## src/rtl/si_tag_serializer.sv

```systemverilog
// si_tag_serializer: drains one parallel tag bundle (lane-masked by tkeep) as a
// stream of single tags, lowest lane first, and forwards a monotonic lower
// bound on the time of every tag not yet issued.
// Optional feature macro: SI_TAG_SERIALIZER_CHANNEL_FILTER_EN adds the
// channel_mask port and drops lanes whose channel is not enabled.
module si_tag_serializer #(
   parameter int NUMBER_OF_WORDS = 4,
   parameter int CHANNEL_COUNT   = 20
) (
   input  logic                             clk,
   input  logic                             rst,
   input  logic                             s_axis_tvalid,
   output logic                             s_axis_tready,
   input  logic [NUMBER_OF_WORDS-1:0][63:0] s_axis_tagtime,
   input  logic [NUMBER_OF_WORDS-1:0][5:0]  s_axis_channel,
   input  logic [NUMBER_OF_WORDS-1:0]       s_axis_tkeep,
   input  logic [63:0]                      s_lowest_time_bound,
   output logic                             m_axis_tvalid,
   input  logic                             m_axis_tready,
   output logic [63:0]                      m_axis_tagtime,
   output logic signed [5:0]                m_axis_channel,
   output logic                             m_axis_tlast,
   output logic [63:0]                      lowest_time_bound
`ifdef SI_TAG_SERIALIZER_CHANNEL_FILTER_EN
   ,
   input  logic [2*CHANNEL_COUNT-1:0]       channel_mask
`endif
);

   localparam int N  = NUMBER_OF_WORDS;
   localparam int LW = (N > 1) ? $clog2(N) : 1;

   // IDLE/DRAIN is fully determined by the pending lane mask
   typedef enum logic {IDLE, DRAIN} state_t;

   state_t                state;
   logic [N-1:0]          pending;
   logic [N-1:0][63:0]    tag_q;
   logic [N-1:0][5:0]     ch_q;
   logic [N-1:0]          kept;
   logic [N-1:0]          lane_oh;
   logic [LW-1:0]         lane;
   logic                  single;
   logic                  issue;
   logic                  accept;

   assign state  = (pending == '0) ? IDLE : DRAIN;
   assign single = (pending != '0) && ((pending & (pending - N'(1))) == '0);
   assign issue  = (state == DRAIN) && (!m_axis_tvalid || m_axis_tready);
   // Ready in the same cycle the last pending lane leaves, so one-lane bundles stream at 1/clk
   assign s_axis_tready = rst && ((state == IDLE) || (issue && single));
   assign accept = s_axis_tvalid && s_axis_tready;

   // Lanes that will actually be issued from the incoming bundle
   always_comb begin
      kept = s_axis_tkeep;
`ifdef SI_TAG_SERIALIZER_CHANNEL_FILTER_EN
      for (int i = 0; i < N; i++) begin
         int  ch_i;
         int  idx;
         logic sel;
         ch_i = int'(signed'(s_axis_channel[i]));
         idx  = -1;
         sel  = 1'b0;
         if (ch_i > 0)
            idx = ch_i - 1;
         else if (ch_i < 0)
            idx = CHANNEL_COUNT - 1 - ch_i;
         for (int j = 0; j < 2*CHANNEL_COUNT; j++)
            if (j == idx) sel = channel_mask[j];
         kept[i] = s_axis_tkeep[i] && sel;
      end
`endif
   end

   // Lowest pending lane is the next one to go out
   always_comb begin
      lane    = '0;
      lane_oh = '0;
      for (int i = N-1; i >= 0; i--) begin
         if (pending[i]) begin
            lane    = LW'(i);
            lane_oh = N'(1) << i;
         end
      end
   end

   // Bundle capture, tag issue, output register hold and bound tracking
   always_ff @(posedge clk or negedge rst) begin
      if (!rst) begin
         pending           <= '0;
         tag_q             <= '0;
         ch_q              <= '0;
         m_axis_tvalid     <= 1'b0;
         m_axis_tagtime    <= '0;
         m_axis_channel    <= '0;
         m_axis_tlast      <= 1'b0;
         lowest_time_bound <= '0;
      end else begin
         if (issue) begin
            m_axis_tvalid  <= 1'b1;
            m_axis_tagtime <= tag_q[lane];
            m_axis_channel <= signed'(ch_q[lane]);
            m_axis_tlast   <= single;
            pending        <= pending & ~lane_oh;
         end else if (m_axis_tready) begin
            m_axis_tvalid  <= 1'b0;
         end
         // Accept only happens when pending empties this cycle, so it overrides the clear
         if (accept) begin
            pending <= kept;
            tag_q   <= s_axis_tagtime;
            ch_q    <= s_axis_channel;
         end
         // The bound may only rise; converter bound is trusted only with nothing queued
         if (issue) begin
            if (tag_q[lane] > lowest_time_bound)
               lowest_time_bound <= tag_q[lane];
         end else if ((state == IDLE) && !accept) begin
            if (s_lowest_time_bound > lowest_time_bound)
               lowest_time_bound <= s_lowest_time_bound;
         end
      end
   end

endmodule

```

## config.mk

```make
export PLATFORM = sky130hd
export DESIGN_NAME = si_tag_serializer
export DESIGN_NICKNAME = d
export VERILOG_FILES = /design/src/rtl/si_tag_serializer.sv
export SDC_FILE = /design/constraint.sdc
export NUM_CORES = 1
export LEC_CHECK = 0
export ABC_AREA = 0
export BUFFER_PORTS_ARGS = -buffer_cell sky130_fd_sc_hd__buf_4
export CORE_MARGIN = 3
export CORE_UTILIZATION = 59
export DETAILED_ROUTE_END_ITERATION = 6
export PLACE_DENSITY = 0.86
export SLEW_MARGIN = 20
export SYNTH_ARGS = -nofsm -noshare
export SYNTH_HDL_FRONTEND = slang
export SYNTH_SLANG_ARGS = --single-unit
```

## constraint.sdc

```tcl
create_clock -name clk -period 12 [get_ports clk]
set_input_delay 1.2 -clock clk [delete_from_list [all_inputs] [get_ports clk]]
set_output_delay 1.2 -clock clk [all_outputs]
set_load 0.01 [all_outputs]
```

==> results by group, run 1 <==
Run status
  – Outcome: finished clean

Placement
  – Count of input and output buffers: 488
  – Placed wire-length estimate: about 45000 µm
  – Place WS: 6.20 ns
  – Placed Instances: 2494
  – Routability cong.: 0.886

GRT
  – Overall global routing resource usage: 32.5%
  – Initial antenna violation count: 5
  – Largest net degree at the start of global routing: 171
  – Remaining Overflow, GRT: 0
  – Vias in the first global route: 16.8k
  – First-pass GRT wire length: 95000 µm

Worst hold path
  – Hold endpoint: m_axis_tagtime[58]$_DFFE_PN0P_
  – Worst Hold Depth: 2
  – Hold Crit Start: m_axis_tagtime[58]$_DFFE_PN0P_
  – HP Class: reg -> reg

Clocking
  – CTS max path bufs: 3
  – Reg clk slew, reported paths: 0.07 ns
  – Post-CTS Setup Inserts: 0
  – PostCTS Resize Cnt: 0
  – CTS Sinks: 420
  – Clock Latency Late Sink: 0.57 ns
  – Root buf cell: clkbuf_16
  – CTS tree: built
  – Post-cts hold buffer count: 0
  – CTS buffer count: 44
  – H-tree levels: 2

Cells and area
  – FF+latch area: ~11000 µm²
  – Layout Cells excl Fill: 2578
  – Layout Area Growth over Synthesis: 26.3%
  – Number of nets in the layout: approximately 2.6k
  – Multi-input gate area: 9600 µm²
  – Util after Layout: 75.8%
  – Share of cells above drive strength 1: 44.3%
  – Fillers: 2124

Worst setup path
  – Crit-path cells: inv_1 > a21oi_1 > nor2_4 > buf_4 > mux4_2 > ha_1 > a21oi_1 > o21ai_0 > a221oi_1 > o22ai_1 > nor3_1 > o211ai_1 > a22oi_2 > buf_4 > buf_4 > mux2_1
  – FF-to-FF Start: pending[2]$_DFFE_PN0P_
  – Worst reg2reg endpoint: lowest_time_bound[0]$_DFFE_PN0P_
  – R2R cell count: 16
  – Worst Path Buf+Inv: 4
  – CP delay by family, top: buffers and inverters
  – Critical path endpoint category: register
  – Crit path top cell by count: buf_4
  – Data arrival, critical path: 6.24 ns
  – Slowest stage delay, CP: around 0.72 ns
  – Slowest-stage cell, CP: buf_4
  – Max FO, Critical Path: 40
  – Worst Path Required: 12.45 ns
  – CP Class: reg -> reg
  – Startpoint types: register
  – R2R Setup Slk: 6.21 ns

Logic synthesis
  – Area contributors post-synth: dfrtp_1, mux2_2, ha_1
  – Synthesized area per cell: 12.9 µm²
  – Ys async rst share: 100%
  – Distinct cells, synth: 48
  – Seq/Total Area, Yosys: about half
  – Xor-xnor portion of the synthesized cell area: 0.0421%
  – Largest family of logic cells by synthesized area: multiplexers
  – Post-synth EDFFs: 0
  – Synth Instances: around 1.6k
  – Synth Flop Type: dfrtp_1
  – Synth warnings: 0
  – Synth Area in Adders: 7.75%
  – Syn_nets: 2091
  – Share of Yosys cell area claimed by the top area cell type: 50.6%
  – Yosys reg bits: 420
  – Synth Cell Area: between 20000 and 25000 µm²
  – Simple-Gate Fraction of Synth Area: 6.96%
  – Largest area contributor in the netlist: dfrtp_1
  – Compound-gate portion of the synthesized area: under 10%
  – Proportion of synthesized area in mux cells: approximately a quarter

STA
  – Tcrit/Tclk final: 48.2%
  – Final Slew Violations: 0
  – Fmax: approximately 170 MHz
  – Final setup viols: 0
  – RSZ-0062 raised after global routing: false
  – Rel. slew slack: 32.3%
  – TNS Setup: 0 ns
  – Worst Max-Slew Pin Slew: 1.01 ns
  – Final worst path period need: 5.79 ns
  – Layout Skew: about 0.014 ns
  – Final WS setup: 6.21 ns
  – Final hold violations: 0

Power and ir drop
  – Peak VDD IR: 0.000164 V
  – Power consumption: 6.27 mW
  – Leakage: 13.0 nW
  – PwrDens: around 240 nW/µm²

Route
  – Drt first pass iters: 5
  – Drt wl/cell: 23.7 µm
  – DRC errors left: 0
  – Vias: 15.4k
  – Routed wire length: 61000 µm
  – Routed Antenna Nets: 0
  – Via/cell ratio: 5.95
  – Initial DRC count: 964

Floorplan
  – Die H: 194 µm
  – Die Area: 37500 µm²
  – IO Count: 489
  – DIE WIDTH: between 150 and 200 µm
  – Initial Util: 60.0%
  – Row cnt: just under 70
  – Core area: roughly 35000 µm²

Run
  – Max cap viols: 0
## cell type report
| class | count | share of cell area (%) |
|---|---|---|
| Antenna cell | 5 | 0.0477 |
| Clock buffer | 57 | 4.73 |
| Clock inverter | 22 | 0.977 |
| Inverter | 67 | 0.958 |
| Multi-Input combinational cell | 1047 | 36.6 |
| Sequential cell | 420 | 40.0 |
| Tap cell | 455 | 2.17 |
| Timing Repair Buffer | 505 | 14.5 |
## cell families after synthesis
family	after synthesis
buffers and inverters	144
AND/OR/NAND/NOR	333
adder cells (fa/ha/maj)	129
flip-flops	420
multiplexers	414
AO/OA/AOI/OAI	170
XOR/XNOR	1
## worst max path at each step
stage,slack [ns],startpoint,endpoint,cells past startpoint
4_1_cts,6.19,pending[2]$_DFFE_PN0P_,lowest_time_bound[0]$_DFFE_PN0P_,16
5_1_grt,5.83,pending[2]$_DFFE_PN0P_,lowest_time_bound[0]$_DFFE_PN0P_,15
6_report,6.21,pending[2]$_DFFE_PN0P_,lowest_time_bound[0]$_DFFE_PN0P_,16
2_1_floorplan,7.95,pending[0]$_DFFE_PN0P_,lowest_time_bound[0]$_DFFE_PN0P_,15
3_5_place_dp,6.20,pending[2]$_DFFE_PN0P_,lowest_time_bound[0]$_DFFE_PN0P_,15
3_3_place_gp,6.27,pending[2]$_DFFE_PN0P_,lowest_time_bound[0]$_DFFE_PN0P_,15
## worst register-to-register path: cells and delay by family (launching register included)
family,cells,cell delay (ns)
buffers and inverters,4,1.97
and+or+nand+nor,2,0.39
AOI/OAI and AO/OA,7,1.50
muxes,2,1.03
adders and majority gates,1,0.32
DFF,1,0.46
## stage by stage
step / hold WS, ns / instance area [µm²]
after floorplan: 0.475 / 20800
after global placement: 0.460 / 24700
after detailed placement: 0.464 / 24700
after CTS: 0.480 / 26200
after global routing: 0.507 / 26300
final: 0.476 / 26300
## metal layers
layer  vias to the layer above  global-route usage (%)  routed length [µm]
met5                         -                       0                   0
met4                         0                    18.5                3850
met3                       198                    8.90                5030
met2                       676                    53.5               29700
met1                      7737                    38.8               22500
li1                       6739                       -                   -
## flip-flops by register name, indices dropped and copies added (netlist names)
register / count
m_axis_tagtime: 64
pending: 4
m_axis_tvalid: 1
ch_q: 24
tag_q: 256
lowest_time_bound: 64
m_axis_channel: 6
m_axis_tlast: 1
## synthesized netlist by cell type (all sizes together) (2+ instances only)
cell type,n
dfrtp,420
ha,128
mux2,281
o22ai,2
buf,51
mux2i,63
a221oi,4
clkbuf,26
nor4,4
and4,4
nand2,249
nor2,15
a21oi,50
a211oi,3
nand2b,2
a21boi,64
mux4,70
a22o,3
or3,2
a21o,7
nor2b,6
and2,3
o211ai,3
a221o,6
nand4,21
nand3,13
inv,67
nor3,8
or4,3
o21ai,21
## cell usage in the layout, fill, tap and decap left out, types with 3 or more instances in the layout
master,count
buf_4,503
dfrtp_1,420
mux2_2,280
nand2_1,248
ha_1,128
mux4_2,70
inv_1,67
a21boi_0,64
mux2i_1,63
a21oi_1,49
clkbuf_16,45
nand4_1,20
o21ai_0,19
nor2_1,14
nand3_1,13
clkinv_2,10
a21o_1,7
nor3_1,7
clkbuf_8,7
nor2b_1,6
a221o_1,6
diode_2,5
clkbuf_1,5
bufinv_16,5
nor4_1,4
and4_1,4
a221oi_1,4
clkinvlp_4,4
and2_1,3
a211oi_1,3
a22o_1,3
o211ai_1,3
clkinv_4,3
## report_power, final
part | switching [mW] | internal [mW] | leakage (nW)
Combinational | 1.20 | 1.27 | 7.54
Sequential | 0.364 | 2.01 | 4.77
Clock | 0.580 | 0.839 | 0.734
Power figures use the tool's default switching activity.
==> run 2, diff against run 1 <==
--- a/config.mk
+++ b/config.mk
@@ -8,9 +8,9 @@
 export ABC_AREA = 0
 export BUFFER_PORTS_ARGS = -buffer_cell sky130_fd_sc_hd__buf_4
 export CORE_MARGIN = 3
-export CORE_UTILIZATION = 59
+export CORE_UTILIZATION = 55
 export DETAILED_ROUTE_END_ITERATION = 6
-export PLACE_DENSITY = 0.86
+export PLACE_DENSITY = 0.8
 export SLEW_MARGIN = 20
 export SYNTH_ARGS = -nofsm -noshare
 export SYNTH_HDL_FRONTEND = slang
==> constraint.sdc (replaced) <==
create_clock -name clk -period 6 [get_ports clk]
set_input_delay 0.6 -clock clk [delete_from_list [all_inputs] [get_ports clk]]
set_output_delay 0.6 -clock clk [all_outputs]
set_load 0.01 [all_outputs]
==> run 2 against run 1 <==
Non-clock buffer count rose by 1. Core utilization decreased by 4.7 points. Sequential power is 99% higher. Final cell count up 2.1%. Flip-flop and latch count stayed put. Clock skew down 0.0017 ns.
==> results by group, run 2 (synthesis results as in run 1) <==
STA
  – Final hold violations: 0 (unchanged)
  – Final worst path period need: 5.11 ns (-0.675 ns)
  – Layout Skew: 0.0122 ns (-0.00166 ns)
  – Tcrit/Tclk final: 85.2% (+37 points)
  – Final Slew Violations: 0 (unchanged)
  – Final WS setup: 0.888 ns (-5.33 ns)
  – Worst Max-Slew Pin Slew: 0.986 ns (-0.0285 ns)
  – Hold WS: 0.243 ns (-0.233 ns)
  – Rel. slew slack: 33.6% (+1.3 points)
  – RSZ-0062 raised after global routing: false
  – Final setup viols: 0 (unchanged)
  – TNS Setup: 0 ns (unchanged)
  – Fmax: 196 MHz (+13%)

Route
  – Routed wire length: 59500 µm (-2.4%)
  – Initial DRC count: 957 (-0.73%)
  – DRC errors left: 0 (unchanged)
  – Drt first pass iters: 5 (unchanged)
  – Routed Antenna Nets: 0 (unchanged)
  – Drt wl/cell: 22.6 µm (-4.4%)
  – Via/cell ratio: 5.74 (-3.5%)
  – Vias: 15.1k (-1.5%)

GRT
  – Largest net degree at the start of global routing: 155 (-9.4%)
  – First-pass GRT wire length: 92400 µm (-2.7%)
  – Vias in the first global route: 16.2k (-3.6%)
  – Overall global routing resource usage: 29.2% (-3.2 points)
  – Remaining Overflow, GRT: 0 (unchanged)
  – Initial antenna violation count: 11 (+6)

Worst hold path
  – Hold endpoint: pending[3]$_DFFE_PN0P_
  – Worst Hold Depth: 3 (+1)
  – Hold Crit Start: s_axis_tkeep[3]
  – HP Class: in -> reg

Floorplan
  – Initial Util: 56.2% (-3.8 points)
  – Row cnt: 70 (+2.9%)
  – Core area: 37000 µm² (+6.7%)
  – DIE WIDTH: 200 µm (+3.5%)
  – Die H: 200 µm (+3.5%)
  – IO Count: 489 (unchanged)
  – Die Area: 40200 µm² (+7.0%)

Clocking
  – Clock Latency Late Sink: 0.56 ns (about the same)
  – Root buf cell: clkbuf_16
  – H-tree levels: 2 (unchanged)
  – PostCTS Resize Cnt: 0 (unchanged)
  – CTS buffer count: 44 (unchanged)
  – Reg clk slew, reported paths: 0.06 ns (about the same)
  – CTS tree: built
  – CTS max path bufs: 3 (unchanged)
  – CTS Sinks: 420 (unchanged)

Power and ir drop
  – Seq pwr share: 38.3% (+0.4 points)
  – Clk pwr share: 21.8% (-0.9 points)
  – Sw frac: 34.0% (-0.20 points)
  – Int Pwr: 8.14 mW (+98%)
  – PwrDens: 469 nW/µm² (+97%)
  – Part of the power in combinational logic: 39.9% (+0.5 points)
  – NetSw: 4.20 mW (+96%)
  – Peak VDD IR: 0.000277 V (+69%)
  – Leakage: 13.0 nW (about the same)

Worst setup path
  – Worst reg2reg endpoint: lowest_time_bound[0]$_DFFE_PN0P_
  – Data arrival, critical path: 5.55 ns (-0.69 ns)
  – Critical path endpoint category: register
  – CP Class: reg -> reg
  – CP delay by family, top: compound AO/OA/AOI/OAI gates
  – Slowest stage delay, CP: 0.83 ns (+0.11 ns)
  – Crit-path cells: inv_1 > a21oi_1 > nor2_4 > buf_4 > mux4_2 > ha_1 > nand4_1 > nor4_1 > a21oi_1 > a41oi_1 > o21ai_0 > o211ai_1 > a22oi_2 > buf_12 > mux2_1
  – Startpoint types: register
  – R2R Setup Slk: 0.89 ns (-5.33 ns)
  – Crit path top cell by count: a21oi_1
  – Worst Path Buf+Inv: 3 (-1)
  – Max FO, Critical Path: 35 (-13%)
  – Worst Path Required: 6.44 ns (-6.01 ns)
  – FF-to-FF Start: pending[2]$_DFFE_PN0P_
  – R2R cell count: 15 (-1)
  – Slowest-stage cell, CP: nor4_1

Placement
  – Routability cong.: 0.886 (about the same)
  – Count of input and output buffers: 488 (unchanged)
  – Placed wire-length estimate: 44100 µm (-1.4%)
  – Place WS: 0.852 ns (-5.34 ns)

Run status
  – Outcome: finished clean

Cells and area
  – Commonest non-fill, non-tap cell in the layout: buf_4
  – Largest Register: tag_q
  – Layout Area Growth over Synthesis: 26.6%
  – Number of nets in the layout: 2566 (+0.039%)
  – Highest-count cells in the layout ignoring fill and taps: buf_4, dfrtp_1, mux2_2, nand2_1, ha_1
  – Share of cells above drive strength 1: 44.1% (-0.22 points)
  – Largest register FFs: 256 (unchanged)
  – Largest regs: tag_q: 256 flops, lowest_time_bound: 64 flops, m_axis_tagtime: 64 flops

Run
  – Max cap viols: 0 (unchanged)
[run 2: cell count changes in the layout (fill, tap and decap cells not counted), moves of 2 or more]
| cell | before | now |
|---|---|---|
| buf_12 | 1 | 5 |
| buf_4 | 503 | 499 |
| bufinv_16 | 5 | 2 |
| clkbuf_1 | 5 | 8 |
| clkbuf_8 | 7 | 9 |
| clkinv_4 | 3 | 0 |
| clkinvlp_4 | 4 | 2 |
| diode_2 | 5 | 11 |
[run 2: stage by stage]
| stage | util, % | power [mW] | instances | cell area [µm²] |
|---|---|---|---|---|
| after floorplan | - | 7.91 | 1611 | 20800 |
| after global placement | 67.3 | 9.38 | 2543 | 24900 |
| after detailed placement | 67.3 | 9.63 | 2543 | 24900 |
| after CTS | 71.1 | 12.4 | 2621 | 26300 |
| after global routing | 71.2 | 13.1 | 2632 | 26300 |
| final | 71.2 | 12.3 | 2632 | 26300 |
[run 2: worst max-delay path by stage]
| stage | startpoint | end | slack [ns] | depth (start not counted) |
|---|---|---|---|---|
| floorplan | pending[0]$_DFFE_PN0P_ | lowest_time_bound[0]$_DFFE_PN0P_ | 1.95 | 15 |
| global placement | pending[2]$_DFFE_PN0P_ | lowest_time_bound[0]$_DFFE_PN0P_ | 0.97 | 15 |
| detailed placement | pending[2]$_DFFE_PN0P_ | lowest_time_bound[0]$_DFFE_PN0P_ | 0.85 | 15 |
| CTS | pending[2]$_DFFE_PN0P_ | lowest_time_bound[0]$_DFFE_PN0P_ | 0.83 | 15 |
| global route | pending[2]$_DFFE_PN0P_ | lowest_time_bound[48]$_DFFE_PN0P_ | 0.56 | 14 |
| finish | pending[2]$_DFFE_PN0P_ | lowest_time_bound[0]$_DFFE_PN0P_ | 0.89 | 15 |
[run 2: what timing repair did]
item                                   CTS  global route
hold buffers                             1             0
buffers inserted                         0             0
endpoints found under the hold margin    3             0
[run 2: area by class of cell]
| class | instances | area, µm² |
|---|---|---|
| diodes | 11 | 27.5 |
| fillers | 2585 | 10700 |
| repair buffers | 506 | 3870 |
| multi-input cells | 1047 | 9600 |
| inverters | 67 | 251 |
| flip-flops and latches | 420 | 10500 |
| clock inverters | 15 | 130 |
| well taps | 504 | 631 |
| clock buffers | 62 | 1280 |
[run 2: routing by layer]
metal  up-vias  GRT usage, %  wire length [µm]
met5         -             0                11
met4         2          14.0              2840
met3       140          6.60              4160
met2       565          47.9             29000
met1      7656          37.2             23500
li1       6755             -                 -
[run 2: power groups by stage]
stage	logic [mW]	registers, mW	clock network (mW)
floorplan	3.33	4.58	0
global placement	4.70	4.68	0
detailed placement	4.88	4.75	0
CTS	4.93	4.71	2.74
global route	5.38	4.85	2.86
finish	4.92	4.73	2.69
[run 2: worst reg2reg max path: cells and delay by family, from the launching register on]
kind | cells | cell delay, ns
buffers and inverters | 3 | 0.93
and+or+nand+nor | 3 | 1.12
adders and majority gates | 1 | 0.31
muxes | 2 | 1.00
AOI/OAI and AO/OA | 6 | 1.16
DFF | 1 | 0.48
